===== config.mk =====
export PLATFORM = sky130hd
export DESIGN_NAME = alu_issue_stage
export DESIGN_NICKNAME = d
export VERILOG_FILES = /design/src/rtl/alu_issue_stage.sv
export SDC_FILE = /design/constraint.sdc
export NUM_CORES = 1
export LEC_CHECK = 0
export CORE_UTILIZATION = 37
export CTS_CLUSTER_DIAMETER = 80
export DETAILED_ROUTE_END_ITERATION = 10
export PLACE_DENSITY_LB_ADDON = 0.1
export SYNTH_ARGS = -nofsm -noshare
export SYNTH_HDL_FRONTEND = slang
export SYNTH_SLANG_ARGS = --single-unit

===== constraint.sdc =====
create_clock -name clk -period 1.45 [get_ports clk]
set_input_delay 0.29 -clock clk [delete_from_list [all_inputs] [get_ports clk]]
set_output_delay 0.29 -clock clk [all_outputs]
set_load 0.01 [all_outputs]

===== src/rtl/alu_issue_stage.sv =====
// alu_issue_stage: RV32I decode into ALU control/operands, held in a
// registered ID/EX slot with valid/ready handshake, stall and flush.
// All ex_* outputs come straight from flops; decode is purely on the input side.
module alu_issue_stage #(
  parameter int XLEN = 32
) (
  input  logic            clk,
  input  logic            rst_n,
  input  logic            id_valid,
  output logic            id_ready,
  input  logic [31:0]     instr,
  input  logic [XLEN-1:0] pc,
  input  logic [XLEN-1:0] rs1_data,
  input  logic [XLEN-1:0] rs2_data,
  input  logic            flush,
  input  logic            ex_ready,
  output logic            ex_valid,
  output logic [3:0]      ex_alu_ctrl,
  output logic [XLEN-1:0] ex_a,
  output logic [XLEN-1:0] ex_b,
  output logic [1:0]      ex_res_sel,
  output logic [4:0]      ex_rd,
  output logic            ex_reg_write,
  output logic            ex_branch,
  output logic [2:0]      ex_funct3,
  output logic [XLEN-1:0] ex_pc,
  output logic            ex_illegal
);

  localparam logic [3:0] ALU_ADD = 4'b0000;
  localparam logic [3:0] ALU_SUB = 4'b0001;
  localparam logic [3:0] ALU_AND = 4'b0010;
  localparam logic [3:0] ALU_OR  = 4'b0100;
  localparam logic [3:0] ALU_XOR = 4'b1000;
  localparam logic [3:0] ALU_SRL = 4'b1001;
  localparam logic [3:0] ALU_SLL = 4'b1010;
  localparam logic [3:0] ALU_SRA = 4'b1100;

  localparam logic [1:0] RES_ALU = 2'b00;
  localparam logic [1:0] RES_LT  = 2'b01;
  localparam logic [1:0] RES_LTU = 2'b10;

  localparam logic [6:0] OP_R     = 7'b0110011;
  localparam logic [6:0] OP_I     = 7'b0010011;
  localparam logic [6:0] OP_LUI   = 7'b0110111;
  localparam logic [6:0] OP_AUIPC = 7'b0010111;
  localparam logic [6:0] OP_BR    = 7'b1100011;

  localparam logic [6:0] F7_ZERO = 7'b0000000;
  localparam logic [6:0] F7_ALT  = 7'b0100000;

  // Shared R/I funct3 -> ALU op; 'alt' selects SUB/SRA over ADD/SRL.
  function automatic logic [3:0] alu_op(input logic [2:0] f3, input logic alt);
    logic [3:0] op;
    case (f3)
      3'b000:  op = alt ? ALU_SUB : ALU_ADD;
      3'b001:  op = ALU_SLL;
      3'b010:  op = ALU_SUB;
      3'b011:  op = ALU_SUB;
      3'b100:  op = ALU_XOR;
      3'b101:  op = alt ? ALU_SRA : ALU_SRL;
      3'b110:  op = ALU_OR;
      3'b111:  op = ALU_AND;
      default: op = ALU_ADD;
    endcase
    return op;
  endfunction

  // Set-less-than variants route the ALU flags instead of the result.
  function automatic logic [1:0] res_of(input logic [2:0] f3);
    logic [1:0] rs;
    case (f3)
      3'b010:  rs = RES_LT;
      3'b011:  rs = RES_LTU;
      default: rs = RES_ALU;
    endcase
    return rs;
  endfunction

  logic [6:0]      w_opcode;
  logic [2:0]      w_funct3;
  logic [6:0]      w_funct7;
  logic [4:0]      w_rd;
  logic            w_f7_zero;
  logic            w_f7_alt;
  logic            w_is_shift;
  logic [XLEN-1:0] w_imm_i;
  logic [XLEN-1:0] w_imm_u;

  logic [3:0]      w_ctrl;
  logic [XLEN-1:0] w_a;
  logic [XLEN-1:0] w_b;
  logic [1:0]      w_res_sel;
  logic            w_branch;
  logic            w_illegal;
  logic            w_writer;
  logic            w_reg_write;
  logic            w_capture;

  assign w_opcode   = instr[6:0];
  assign w_rd       = instr[11:7];
  assign w_funct3   = instr[14:12];
  assign w_funct7   = instr[31:25];
  assign w_f7_zero  = (w_funct7 == F7_ZERO);
  assign w_f7_alt   = (w_funct7 == F7_ALT);
  assign w_is_shift = (w_funct3 == 3'b001) || (w_funct3 == 3'b101);
  assign w_imm_i    = {{(XLEN-12){instr[31]}}, instr[31:20]};
  assign w_imm_u    = {instr[31:12], 12'b0};

  // Decode the offered instruction into ALU control and operand words.
  always_comb begin
    w_ctrl    = ALU_ADD;
    w_a       = rs1_data;
    w_b       = rs2_data;
    w_res_sel = RES_ALU;
    w_branch  = 1'b0;
    w_illegal = 1'b0;
    w_writer  = 1'b0;
    case (w_opcode)
      OP_R: begin
        w_writer  = 1'b1;
        w_illegal = !(w_f7_zero ||
                      (w_f7_alt && ((w_funct3 == 3'b000) || (w_funct3 == 3'b101))));
        w_ctrl    = alu_op(w_funct3, w_f7_alt);
        w_res_sel = res_of(w_funct3);
        // SRA consumes all of B, so shift amounts must arrive with B[31:5] clear.
        w_b       = w_is_shift ? {{(XLEN-5){1'b0}}, rs2_data[4:0]} : rs2_data;
      end
      OP_I: begin
        w_writer  = 1'b1;
        if (w_funct3 == 3'b001) begin
          w_illegal = !w_f7_zero;
        end else if (w_funct3 == 3'b101) begin
          w_illegal = !(w_f7_zero || w_f7_alt);
        end else begin
          w_illegal = 1'b0;
        end
        // Only shifts read funct7; ADDI with imm[10]=1 must stay ADD.
        w_ctrl    = alu_op(w_funct3, w_is_shift && w_f7_alt);
        w_res_sel = res_of(w_funct3);
        w_b       = w_is_shift ? {{(XLEN-5){1'b0}}, instr[24:20]} : w_imm_i;
      end
      OP_LUI: begin
        w_writer = 1'b1;
        w_a      = '0;
        w_b      = w_imm_u;
      end
      OP_AUIPC: begin
        w_writer = 1'b1;
        w_a      = pc;
        w_b      = w_imm_u;
      end
      OP_BR: begin
        w_ctrl    = ALU_SUB;
        w_branch  = 1'b1;
        w_illegal = (w_funct3 == 3'b010) || (w_funct3 == 3'b011);
      end
      default: begin
        w_illegal = 1'b1;
      end
    endcase
  end

  assign w_reg_write = w_writer && !w_illegal && (w_rd != 5'd0);
  assign id_ready    = !ex_valid || ex_ready;
  assign w_capture   = id_valid && id_ready;

  logic            r_valid;
  logic [3:0]      r_ctrl;
  logic [XLEN-1:0] r_a;
  logic [XLEN-1:0] r_b;
  logic [1:0]      r_res_sel;
  logic [4:0]      r_rd;
  logic            r_reg_write;
  logic            r_branch;
  logic [2:0]      r_funct3;
  logic [XLEN-1:0] r_pc;
  logic            r_illegal;

  // ID/EX slot: flush beats capture, capture beats drain; otherwise hold.
  always_ff @(posedge clk or negedge rst_n) begin
    if (!rst_n) begin
      r_valid     <= 1'b0;
      r_ctrl      <= ALU_ADD;
      r_a         <= '0;
      r_b         <= '0;
      r_res_sel   <= RES_ALU;
      r_rd        <= 5'd0;
      r_reg_write <= 1'b0;
      r_branch    <= 1'b0;
      r_funct3    <= 3'd0;
      r_pc        <= '0;
      r_illegal   <= 1'b0;
    end else if (flush) begin
      r_valid <= 1'b0;
    end else if (w_capture) begin
      r_valid     <= 1'b1;
      // An illegal op issues as a harmless ADD with no side effects.
      r_ctrl      <= w_illegal ? ALU_ADD : w_ctrl;
      r_a         <= w_a;
      r_b         <= w_b;
      r_res_sel   <= w_illegal ? RES_ALU : w_res_sel;
      r_rd        <= w_rd;
      r_reg_write <= w_reg_write;
      r_branch    <= w_branch && !w_illegal;
      r_funct3    <= w_funct3;
      r_pc        <= pc;
      r_illegal   <= w_illegal;
    end else if (r_valid && ex_ready) begin
      r_valid <= 1'b0;
    end else begin
      r_valid <= r_valid;
    end
  end

  assign ex_valid     = r_valid;
  assign ex_alu_ctrl  = r_ctrl;
  assign ex_a         = r_a;
  assign ex_b         = r_b;
  assign ex_res_sel   = r_res_sel;
  assign ex_rd        = r_rd;
  assign ex_reg_write = r_reg_write;
  assign ex_branch    = r_branch;
  assign ex_funct3    = r_funct3;
  assign ex_pc        = r_pc;
  assign ex_illegal   = r_illegal;

endmodule

# After elaboration in Yosys (flattened, before gate mapping)
# Cells that the tools add are included.
# word_totals
reg_bits	114
inputBits	133
output_inout_bits	115
wordCells	75
# op_classes
n_eq_ne	13
mux	23
bitwise	1
n_reduce_logical	27
# op_table
cell	count
32-bit one-hot mux with 3 select lines	1
32-bit two-way mux	2
32-bit one-hot mux with 2 select lines	1
4-bit one-hot mux with 7 select lines	2
7-bit by 6-bit == test with 1-bit output (second input constant)	3
7-bit by 5-bit == test with 1-bit output (second input constant)	2
3-bit == test (second input constant)	4
4-bit one-hot mux with 3 select lines	1
1-bit two-way mux	9
7-bit == test (second input constant)	1
1-bit logical AND	7
7-bit logical NOT	1
3-bit by 2-bit == test with 1-bit output (second input constant)	2
1-bit logical OR	6
3-bit two-way mux	2
2-bit OR reduction	3
1-bit logical NOT	5
5-bit nonzero test	1
2-bit two-way mux	2
4-bit two-way mux	1
1-bit one-hot mux with 4 select lines	1
2-bit one-hot mux with 2 select lines	1
4-bit OR reduction	1
3-bit by 1-bit == test with 1-bit output (second input constant)	1
4 further kinds	4

# Longest topological paths before layout
# logic_depth
ltp_word	9
ltp_mapped	7
ltp_nobuf	5

# Least setup slack after synthesis
# No wires, ideal clock.
# synth_path
path_type	input to register
start	input port instr[1]
end	register r_ctrl[1] (netlist: ex_alu_ctrl[1])
setup_ps	93
arrival_ps	1448
required_time_ps	1357
path_slack_ps	-91
stages	7
path_buffers	2
cell_sequence	and3b_1 > buf_6 > and3_1 > buf_6 > a31oi_4 > nand4_4 > o31ai_2
# synth_via
elab_chain_cells	4
word_cells_on_any_way	9
cone_classes	eq/ne (5); mux (3); reduce/logical (1)
# synth_rtl
element	line_no	text
start, declared	11	input logic [31:0] instr,
7-bit by 5-bit == test with 1-bit output / 7-bit by 6-bit == test with 1-bit output (equally long branches)	119	case (w_opcode)
2-bit OR reduction (no line)	n/a	
1-bit one-hot mux with 4 select lines	119	
4-bit two-way mux *	199	r_ctrl <= w_illegal ? ALU_ADD : w_ctrl;
end signal, assigned	199	
end, declared	169	logic [3:0] r_ctrl;
# Every way passes the cells marked *; elsewhere a longest branch is shown, timed or not.
# A chain may end at the register's enable or synchronous reset.

# Final worst setup path
# layout_path
start	register r_valid (netlist: ex_valid)
end	register r_a[21] (netlist: ex_a[21])
# layout_via
elab_chain_cells	4
# layout_rtl
element	line_no	text
start, declared	168	logic r_valid;
start signal, assigned	212	r_valid <= r_valid;
1-bit logical NOT	165	assign id_ready = !ex_valid || ex_ready;
1-bit logical OR	165	
1-bit logical AND	166	assign w_capture = id_valid && id_ready;
2-bit AND reduction (no line)	n/a	
end signal, assigned	200	r_a <= w_a;
end, declared	170	logic [XLEN-1:0] r_a;
# Every way passes these cells.

==> impl_metrics.csv <==
group,metric,value,unit
status,status,"finished, violations left",
status,failed_checks,"setup timing",
worst_setup_path,timing.rr.start,"ex_valid",
power_and_ir_drop,seqPwrFrac,37.9,%
layout,num-nets-final,1009,
global_routing,antenna_found_initial,0,
worst_setup_path,arrival,1840,ps
layout,most-common-layout-cells,"172 x nand2_1, 125 x dlygate4sd2_1, 117 x clkdlybuf4s50_1, 114 x dfrtp_1, 63 x nor2_1",
yosys,yosysWarnings,0,
detailed_routing,wl_per_cell,17.0,um
power_and_ir_drop,power.internal,7.50,mW
placed_design,gp_congestion,0.874,
global_routing,grt_pass1_vias,5406,
die,die_area,0.0147,mm^2
die,io_pins,248,
yosys,ys_seq_elements,114,
timing,period_share,105,%
timing,clock_skew,6.41,ps
global_routing,grt.total_usage,24.8,%
clocking,cts_tree,"built",
yosys,synth_area_per_cell,9.09,um^2
run,cap_violations,0,
global_routing,grt_first_pass_wirelength,27800,um
timing,slew_headroom,77.4,%
timing,tightestPinTransition,338,ps
yosys,synthCells,580,
detailed_routing,drc,0,
power_and_ir_drop,p_clk_share,39.7,%
die,coreArea,0.0139,mm^2
timing,finalSetupViolations,35,
global_routing,grt_max_degree,41,
worst_setup_path,critical_path_class,"register to register",
timing,grt_setup_unrepaired,"true",
placed_design,portBuffers,247,
detailed_routing,drt_wl_total,18100,um
die,start_util,38.0,%
die,dieHeight,121,um
layout,drive_above_1_share,15.6,%
die,die_x,121,um
detailed_routing,drt_iter0_markers,322,
layout,num_antenna_cells,0,
worst_setup_path,end_kind,"register",
worst_setup_path,path_cells,"nor2b_4 > nor3b_4 > buf_12 > buf_12 > buf_12 > nor2_2 > a31oi_1",
timing,finalCriticalPeriod,1520,ps
power_and_ir_drop,power_frac_comb,22.4,%
clocking,cts_buffer_depth,2,
power_and_ir_drop,leakage,4.23,nW
detailed_routing,final_antenna_net_count,0,
placed_design,hpwl,12600,um
worst_setup_path,crit_top_cell,"buf_12",
timing,fin_ws,-73.2,ps
yosys,ys_seq_area_share,54.1,%
timing,drv_slew,0,
detailed_routing,first_pass_iters,5,
worst_setup_path,worstPathRequired,1770,ps
min_path,min_path_type,"input port to asynchronous set/reset pin",
layout,area_delta_synth_final,72.4,%
worst_setup_path,crit_start,"ex_valid",
yosys,ys_types,39,
detailed_routing,detail_route.vias_per_cell,5.12,
clocking,clock_sinks,114,
clocking,htreeDepth,4,
power_and_ir_drop,power,10.2,mW
die,std_cell_rows,43,
yosys,synth_fp_nets,713,
power_and_ir_drop,p_sw,2.70,mW
clocking,clk_latency,410,ps
worst_setup_path,slowest_stage,"dfrtp_1",
global_routing,overflow,0,
worst_setup_path,path_max_fanout,8,
timing,fmax,657,MHz
clocking,clkTransAtPathRegs,50,ps
layout,final_common_cell,"nand2_1",
power_and_ir_drop,p_sw_share,26.4,%
power_and_ir_drop,ir_drop,0.000741,V
yosys,synth_area,0.00527,mm^2
timing,hold_violations,0,
worst_setup_path,cp_slowest_stage_delay,370,ps
power_and_ir_drop,power_density,1120,mW/mm^2
clocking,clockRootBuffer,"clkbuf_16",
worst_setup_path,critical_path.startpoint_type,"register",
clocking,cts_buffers,17,
detailed_routing,vias,5455,
placed_design,place_ws,-659,ps
## Yosys cell counts
library cell	n	area share [%]
a22o_1	6	1.0
nor4_4	1	0.40
inv_2	1	0.071
o221a_1	1	0.21
nand2b_1	4	0.47
a22oi_1	26	3.7
inv_1	2	0.14
a311o_1	1	0.19
a221oi_1	5	0.83
and4bb_2	1	0.24
nand3b_1	33	4.7
and2b_1	1	0.14
nor3b_2	1	0.24
dfrtp_1	114	54
and2_1	1	0.12
nand3_1	2	0.19
or4_1	1	0.14
nand4_1	1	0.12
nand3_2	1	0.19
o21ai_0	3	0.28
nand4_4	1	0.40
buf_2	28	2.7
a21oi_1	22	2.1
nand2_1	172	12
xor2_1	1	0.17
nor2b_1	8	0.95
o21a_1	1	0.14
o21ai_1	11	1.0
a21oi_2	1	0.17
o31ai_2	3	0.71
and3b_1	1	0.17
buf_6	2	0.43
nand4b_1	1	0.17
nor2_1	69	4.9
and3_1	2	0.24
clkbuf_1	14	1.0
a31oi_4	1	0.40
a31oi_1	34	4.0
o41ai_2	2	0.62
## final timing paths
kind | end | slack (ps) | depth (start not counted)
setup / recovery | ex_a[21] | -70 | 7
hold / removal | ex_a[10] | 330 | 2
setup reg to reg | ex_a[21] | -70 | 7
hold reg to reg | ex_funct3[0] | 460 | 2
max in group asynchronous | ex_alu_ctrl[3] | 590 | 3
min in group clk | ex_funct3[0] | 340 | 3
## registers in the layout, summed over array words and instances (netlist names)
signal        flops
ex_a             32
ex_b             32
ex_pc            32
ex_rd             5
ex_alu_ctrl       4
ex_funct3         3
ex_res_sel        2
ex_branch         1
ex_illegal        1
ex_reg_write      1
ex_valid          1
## worst max-delay path: cells and delay by family, from the launching register on
family | cells | cell delay (ps)
AND/OR/NAND/NOR | 3 | 440
buffers and inverters | 3 | 430
flip-flops | 1 | 370
AO/OA/AOI/OAI | 1 | 170
## kinds of logic (layout without fill, tap and decap cells)
family	after synthesis	in the layout	share of synthesized area, %
simple gates	301	302	26.0
compound gates	117	117	15.4
flops	114	114	54.1
buf+inv	47	352	4.29
xor+xnor	1	1	0.166
## timing repair
item | CTS | global route
resized for setup | 152 | 27
pin swaps | 9 | 15
hold buffers | 1 | 0
endpoints found under the setup margin | 206 | 74
cloned | 3 | 2
hold endpoints to repair | 19 | 0
buffers inserted | 10 | 5
## layer usage
layer	global-route usage [%]	part of all wire [%]
met4	10.1	2.2
met5	0	0
met2	42.0	51
met3	6.86	6.4
met1	29.4	41
## layout make-up
type	count	area, um^2
fill	1192	4790
clock buffer	23	488
timing repair buffer	320	3100
inverter	3	11.3
sequential	114	2850
tap	180	225
multi-input combinational	420	2340
clock inverter	6	80.1
## per-stage QoR
step / hold WS (ps) / util (%) / std cells / instance area [um^2] / setup TNS [ps]
after global routing: 346 / 65.5 / 1066 / 9090 / -5480
final: 331 / 65.5 / 1066 / 9090 / -1000
after global placement: 213 / 59.8 / 1017 / 8300 / -49160
after floorplan: -5.59 / - / 580 / 5300 / -3400
after detailed placement: 217 / 59.8 / 1017 / 8300 / -54620
after CTS: 333 / 64.5 / 1060 / 8950 / -251
## power by group through the flow
stage / registers, mW / clock network (mW) / logic (mW)
after floorplan: 4.12 / 0 / 0.626
after global placement: 3.90 / 0 / 2.47
after detailed placement: 3.92 / 0 / 2.50
after CTS: 3.86 / 4.11 / 2.26
after global routing: 3.93 / 4.27 / 2.49
final: 3.86 / 4.04 / 2.29
(Power assumes the default switching activity.)
